### src/rtl/cvxif_complex_pkg.sv
// Shared types and decode helpers for the complex-number CVXIF coprocessor.
// Optional multiply support is enabled by defining CVXIF_CPLX_MUL_EN.
package cvxif_complex_pkg;

  typedef enum logic [1:0] {
    OP_ADD  = 2'b00,
    OP_CONJ = 2'b01,
    OP_SUB  = 2'b10,
    OP_MUL  = 2'b11
  } op_e;

  localparam logic [6:0] CPLX_OPCODE = 7'b1111011;
  localparam logic [6:0] CPLX_FUNC7  = 7'b0000000;

  // Widest instruction tag a pending entry can hold; narrower tags are zero-extended.
  localparam int PEND_ID_MAX = 16;

  typedef struct packed {
    op_e                    op;
    logic [PEND_ID_MAX-1:0] id;
  } pending_t;

  function automatic logic instr_match(input logic [31:0] instr);
    logic base_ok;
    base_ok = (instr[6:0] == CPLX_OPCODE) && (instr[31:25] == CPLX_FUNC7);
`ifdef CVXIF_CPLX_MUL_EN
    return base_ok && (instr[14:12] <= 3'b011);
`else
    return base_ok && (instr[14:12] <= 3'b010);
`endif
  endfunction

  // conj only reads rs1; every other operation needs both sources.
  function automatic logic [1:0] read_mask(input op_e op);
    return (op == OP_CONJ) ? 2'b01 : 2'b11;
  endfunction

endpackage

### src/rtl/cvxif_cplx_alu.sv
// Combinational complex ALU: per-component arithmetic modulo 2^(XLEN/2).
// The multiplier is only built when CVXIF_CPLX_MUL_EN is defined.
module cvxif_cplx_alu
  import cvxif_complex_pkg::*;
#(
  parameter int XLEN = 32
) (
  input  op_e             op,
  input  logic [XLEN-1:0] rs1,
  input  logic [XLEN-1:0] rs2,
  output logic [XLEN-1:0] result
);

  localparam int H = XLEN / 2;

  logic [H-1:0] ar, ai, br, bi, re, im;

  assign ar = rs1[XLEN-1:H];
  assign ai = rs1[H-1:0];
  assign br = rs2[XLEN-1:H];
  assign bi = rs2[H-1:0];

  always_comb begin
    re = '0;
    im = '0;
    case (op)
      OP_ADD: begin
        re = ar + br;
        im = ai + bi;
      end
      OP_CONJ: begin
        re = ar;
        im = -ai;
      end
      OP_SUB: begin
        re = ar - br;
        im = ai - bi;
      end
`ifdef CVXIF_CPLX_MUL_EN
      // H-bit context keeps only the low H bits of each product sum.
      OP_MUL: begin
        re = ar * br - ai * bi;
        im = ar * bi + ai * br;
      end
`endif
      default: begin
        re = '0;
        im = '0;
      end
    endcase
    result = {re, im};
  end

endmodule

### src/rtl/cvxif_complex_mq.sv
// Multi-outstanding complex coprocessor: pending-instruction queue, ALU and result FIFO.
// Define CVXIF_CPLX_MUL_EN to accept and execute the multiply instruction.
module cvxif_complex_mq
  import cvxif_complex_pkg::*;
#(
  parameter int XLEN  = 32,
  parameter int DEPTH = 4,
  parameter int ID_W  = 4
) (
  input  logic                 clk,
  input  logic                 rst,
  input  logic                 issue_valid,
  output logic                 issue_ready,
  input  logic [31:0]          issue_req_instr,
  input  logic [ID_W-1:0]      issue_req_id,
  output logic                 issue_resp_accept,
  output logic                 issue_resp_writeback,
  output logic [1:0]           issue_resp_register_read,
  input  logic                 register_valid,
  output logic                 register_ready,
  input  logic [ID_W-1:0]      register_id,
  input  logic [1:0][XLEN-1:0] register_rs,
  input  logic [1:0]           register_rs_valid,
  output logic                 result_valid,
  input  logic                 result_ready,
  output logic [XLEN-1:0]      result_data,
  output logic [ID_W-1:0]      result_id,
  output logic                 err_id
);

  localparam int PW = (DEPTH > 1) ? $clog2(DEPTH) : 1;
  localparam int CW = $clog2(DEPTH + 1);
  localparam logic [CW-1:0] DEPTH_C = CW'(DEPTH);

  pending_t               pq_mem [DEPTH];
  logic [PW-1:0]          pq_rd, pq_wr;
  logic [CW-1:0]          pq_cnt;

  logic [XLEN-1:0]        rf_data [DEPTH];
  logic [PEND_ID_MAX-1:0] rf_id   [DEPTH];
  logic [PW-1:0]          rf_rd, rf_wr;
  logic [CW-1:0]          rf_cnt;

  pending_t               head;
  op_e                    issue_op;
  logic [1:0]             head_mask;
  logic                   issue_fire, reg_fire, res_pop;
  logic [XLEN-1:0]        alu_res;

  assign issue_op                 = op_e'(issue_req_instr[13:12]);
  assign issue_ready              = pq_cnt < DEPTH_C;
  assign issue_fire               = issue_valid && issue_ready && instr_match(issue_req_instr);
  assign issue_resp_accept        = issue_fire;
  assign issue_resp_writeback     = 1'b1;
  assign issue_resp_register_read = issue_fire ? read_mask(issue_op) : 2'b00;

  // Operands are consumed only once every source the head op needs is valid.
  assign head           = pq_mem[pq_rd];
  assign head_mask      = read_mask(head.op);
  assign register_ready = (pq_cnt != '0) && (rf_cnt < DEPTH_C);
  assign reg_fire       = register_valid && register_ready
                          && ((register_rs_valid & head_mask) == head_mask);

  assign result_valid = rf_cnt != '0;
  assign res_pop      = result_valid && result_ready;
  assign result_data  = rf_data[rf_rd];
  assign result_id    = rf_id[rf_rd][ID_W-1:0];

  cvxif_cplx_alu #(.XLEN(XLEN)) u_alu (
    .op     (head.op),
    .rs1    (register_rs[0]),
    .rs2    (register_rs[1]),
    .result (alu_res)
  );

  // Queue storage needs no reset: pointers and counts alone define validity.
  always_ff @(posedge clk) begin
    if (issue_fire) pq_mem[pq_wr] <= '{op: issue_op, id: PEND_ID_MAX'(issue_req_id)};
    if (reg_fire) begin
      rf_data[rf_wr] <= alu_res;
      rf_id[rf_wr]   <= head.id;
    end
  end

  always_ff @(posedge clk) begin
    if (rst) begin
      pq_rd  <= '0;
      pq_wr  <= '0;
      pq_cnt <= '0;
      rf_rd  <= '0;
      rf_wr  <= '0;
      rf_cnt <= '0;
      err_id <= 1'b0;
    end else begin
      if (issue_fire) pq_wr <= pq_wr + PW'(1);
      if (reg_fire) begin
        pq_rd <= pq_rd + PW'(1);
        rf_wr <= rf_wr + PW'(1);
        if (PEND_ID_MAX'(register_id) != head.id) err_id <= 1'b1;
      end
      if (res_pop) rf_rd <= rf_rd + PW'(1);

      case ({issue_fire, reg_fire})
        2'b10:   pq_cnt <= pq_cnt + CW'(1);
        2'b01:   pq_cnt <= pq_cnt - CW'(1);
        default: pq_cnt <= pq_cnt;
      endcase

      case ({reg_fire, res_pop})
        2'b10:   rf_cnt <= rf_cnt + CW'(1);
        2'b01:   rf_cnt <= rf_cnt - CW'(1);
        default: rf_cnt <= rf_cnt;
      endcase
    end
  end

endmodule
### config.mk
export PLATFORM = sky130hd
export DESIGN_NAME = cvxif_complex_mq
export DESIGN_NICKNAME = d
export VERILOG_FILES = /design/src/rtl/cvxif_complex_pkg.sv /design/src/rtl/cvxif_cplx_alu.sv /design/src/rtl/cvxif_complex_mq.sv
export SDC_FILE = /design/constraint.sdc
export NUM_CORES = 1
export LEC_CHECK = 0
export ABC_AREA = 1
export ABC_CLOCK_PERIOD_IN_PS = 6700
export CAP_MARGIN = 0
export CELL_PAD_IN_SITES_DETAIL_PLACEMENT = 0
export CELL_PAD_IN_SITES_GLOBAL_PLACEMENT = 1
export CORE_UTILIZATION = 45
export DETAILED_ROUTE_END_ITERATION = 10
export PLACE_DENSITY = 0.94
export SLEW_MARGIN = 20
export SYNTH_ARGS = -nofsm -noshare
export SYNTH_HDL_FRONTEND = slang
export SYNTH_SLANG_ARGS = --single-unit
export TNS_END_PERCENT = 50
### constraint.sdc
create_clock -name clk -period 6.7 [get_ports clk]
set_input_delay 0.67 -clock clk [delete_from_list [all_inputs] [get_ports clk]]
set_output_delay 0.67 -clock clk [all_outputs]
set_load 0.1 [all_outputs]
==> results.cfg <==
[timing]
period_needed_ns = 4.03
timing.final.ws_setup_ns = 2.67
finalHoldViolations = 0
maxSlewHeadroom = 0.299
fin_crit_sh = 0.601
fmax_mhz = 248
setup_tns_ns = 0
slew_viol_final = 0
rsz0062_at_grt = no
finalSetupViolations = 0
worst_pin_slew_ns = 1.05
final.setup_skew_ns = 0.0127

[layout]
area_growth_pct = 21.7
final_common_cell = nand2_1
final_nets = 1458
drive_gt1_frac = 0.0526
stdcell_count = 1598
n_antenna_cell = 0
final_cell_mix = nand2_1 (250), edfxtp_1 (168), nor2_1 (147)
utilization = 0.560

[detailed_routing]
vias = 8393
drt-total-wl_um = 24200
dr.first_iter.drc_count = 506
antenna_left = 0
post-route-drc-count = 0
vias_per_cell = 5.25
wl_per_cell_um = 15.2
firstDrtPassIters = 5

[place]
dp_hpwl_um = 17200
dp_cells = 1566
preCtsSetupSlack_ns = 2.79
gp_congestion = 0.891
io_buffers = 138

[hold_path]
hp-class = flop to flop
holdPathStages = 1
holdPathEnd = rf_cnt[0]
min_from = rf_cnt[0]

[grt]
grtUsageMet3 = 0.0262
track_usage = 0.208
grt_pass1_vias = 7778
grt_pass1_wl_um = 38600
grt_use_met1 = 0.282
busiest_layer = met2
grt_max_degree = 73
grt_remaining_overflow = 0
use_met2 = 0.356
antenna_found_initial = 0

[critical_path]
end_kind = output pin
r2r_cells = 16
crit_path_top_delay_cell = clkdlybuf4s50_1
reg2reg_setup_slack_ns = 2.84
regToRegEndpoint = rf_data[2][5]
path_max_fanout = 42
max_stage_delay_ns = 0.99
cp_data_required_time_ns = 6.03
crit_arrival_ns = 3.36
worstSetupPathType = flop to output pin
worstSetupStartpointType = flop
crit_path_cell_trace = clkinv_1 -> buf_4 -> o21ai_0 -> o22ai_1 -> clkdlybuf4s50_1

[synth]
syn_nets = 1328
synth-edff-count = 168
synth.avg_cell_area_um2 = 8.90
synth_top_area_frac = 0.485
synth_top_cell_by_area = edfxtp_1
ys.flop_type = edfxtp_1
synth.top_cells.by_area = edfxtp_1 (48%), nand2_1 (9.0%), nor2_1 (5.4%)
yosysWarnings = 0
synth-async-reset-ratio = 0
syn_area_um2 = 10400
yosysSeqAreaShare = 0.521
postSynthCellCount = 1170
synth_cell_types = 45
ys_ff_latch = 187

[power_and_ir_drop]
p_switching_uw = 1020
p_seq_frac = 0.420
power.density_nw_per_um2 = 242
power.leakage_uw = 0.00505
swShare = 0.334
clkPwrFrac = 0.324
ir_drop_uv = 181
intPower_uw = 2040
power_frac_comb = 0.256
p_total_uw = 3060

[clock_network]
cts_tree = built
clock_insertion_delay_worst_skew_ns = 0.42
postCtsResizedCells = 0
cts-root-buf = clkbuf_16
clk_pin_slew_worst_paths_ns = 0.07
cts_hold_buf = 0
post_cts_buffers = 0
clock_sinks = 187
clockBufferDepth = 2
numCtsBuffers = 17
htree_levels = 4

[outcome]
status = completed

[floorplan]
die_height_um = 154
core_area_um2 = 22600
start_util = 0.460
fp.dieW_um = 154
io_pins = 155
rows = 55
dieArea_um2 = 23700

[flow_run]
maxCapViolCount = 0
==> power groups by stage <==
stage / clock network, uW / logic [uW] / registers (uW)
after floorplan: 0 / 556 / 1310
after global placement: 0 / 773 / 1310
after detailed placement: 0 / 783 / 1310
after CTS: 1010 / 785 / 1290
after global routing: 1050 / 844 / 1290
final: 993 / 786 / 1290
==> worst max path at each step <==
stage                     slack (ns)  cells past startpoint           startpoint                          end
after floorplan                 1.68                      6            pq_cnt[2]                rf_data[0][0]
after global placement          2.79                      6  issue_req_instr[12]  issue_resp_register_read[1]
after detailed placement        2.79                      6  issue_req_instr[12]  issue_resp_register_read[1]
after CTS                       2.65                      5                 flop              result_data[23]
after global routing            2.50                     16                 flop                rf_data[0][5]
final                           2.67                      5                 flop              result_data[23]
==> routing by layer <==
metal / vias to the layer above / part of all wire / wire (um)
li1: 4256 / - / -
met1: 3904 / 0.47 / 11300
met2: 217 / 0.48 / 11600
met3: 16 / 0.044 / 1070
met4: 0 / 0.0085 / 205
met5: - / 0 / 0
==> critical path, delay by kind of cell, from the launching register on <==
family,cells,cell delay (ns)
buf+inv,3,2.16
compound gates,2,0.40
flops,1,0.35
==> cell usage after synthesis (5+ instances only) <==
| cell type | number |
|---|---|
| nand4_1 | 12 |
| nor4_1 | 7 |
| nor2_2 | 5 |
| o21ai_0 | 110 |
| o21ai_1 | 6 |
| a21oi_1 | 52 |
| edfxtp_1 | 168 |
| nor3_1 | 7 |
| o22ai_1 | 39 |
| clkbuf_1 | 21 |
| dfxtp_1 | 19 |
| nand3b_1 | 14 |
| nand3_1 | 67 |
| nand2_1 | 250 |
| ha_1 | 43 |
| nor2_1 | 151 |
| xnor2_1 | 8 |
| inv_1 | 116 |
| xor2_1 | 23 |
==> area by class of cell <==
class,instances,area [um^2]
fill,1963,9970
sequential,187,5430
multi-input combinational,825,4360
timing repair buffer,146,1440
inverter,123,478
clock buffer,17,425
tap,285,357
clock inverter,15,184
==> per-stage QoR <==
| step | hold slack (ns) | instance area (um^2) |
|---|---|---|
| finish | 0.452 | 12700 |
| global route | 0.478 | 12700 |
| CTS | 0.456 | 12700 |
| detailed placement | 0.449 | 12100 |
| global placement | 0.438 | 12100 |
| floorplan | 0.422 | 10400 |
==> flip-flops by register name (all words and copies together) (netlist names), named ones only <==
name and flops:
rf_id 16, pq_wr 2, pq_cnt 3, rf_wr 2, rf_data 128, err_id 1, pq_mem 24, pq_rd 2
rf_rd 2, rf_cnt 3
==> cell families (layout without fill, tap and decap cells) <==
logic type,Yosys count,in the layout,synth area share
compound gates,222,222,0.116
flops,187,187,0.521
simple gates,524,524,0.214
fa+ha+maj,47,47,0.0594
other cells,1,1,0.000360
buf+inv,158,301,0.0632
xor+xnor,31,31,0.0261
Power figures use the tool's default switching activity.
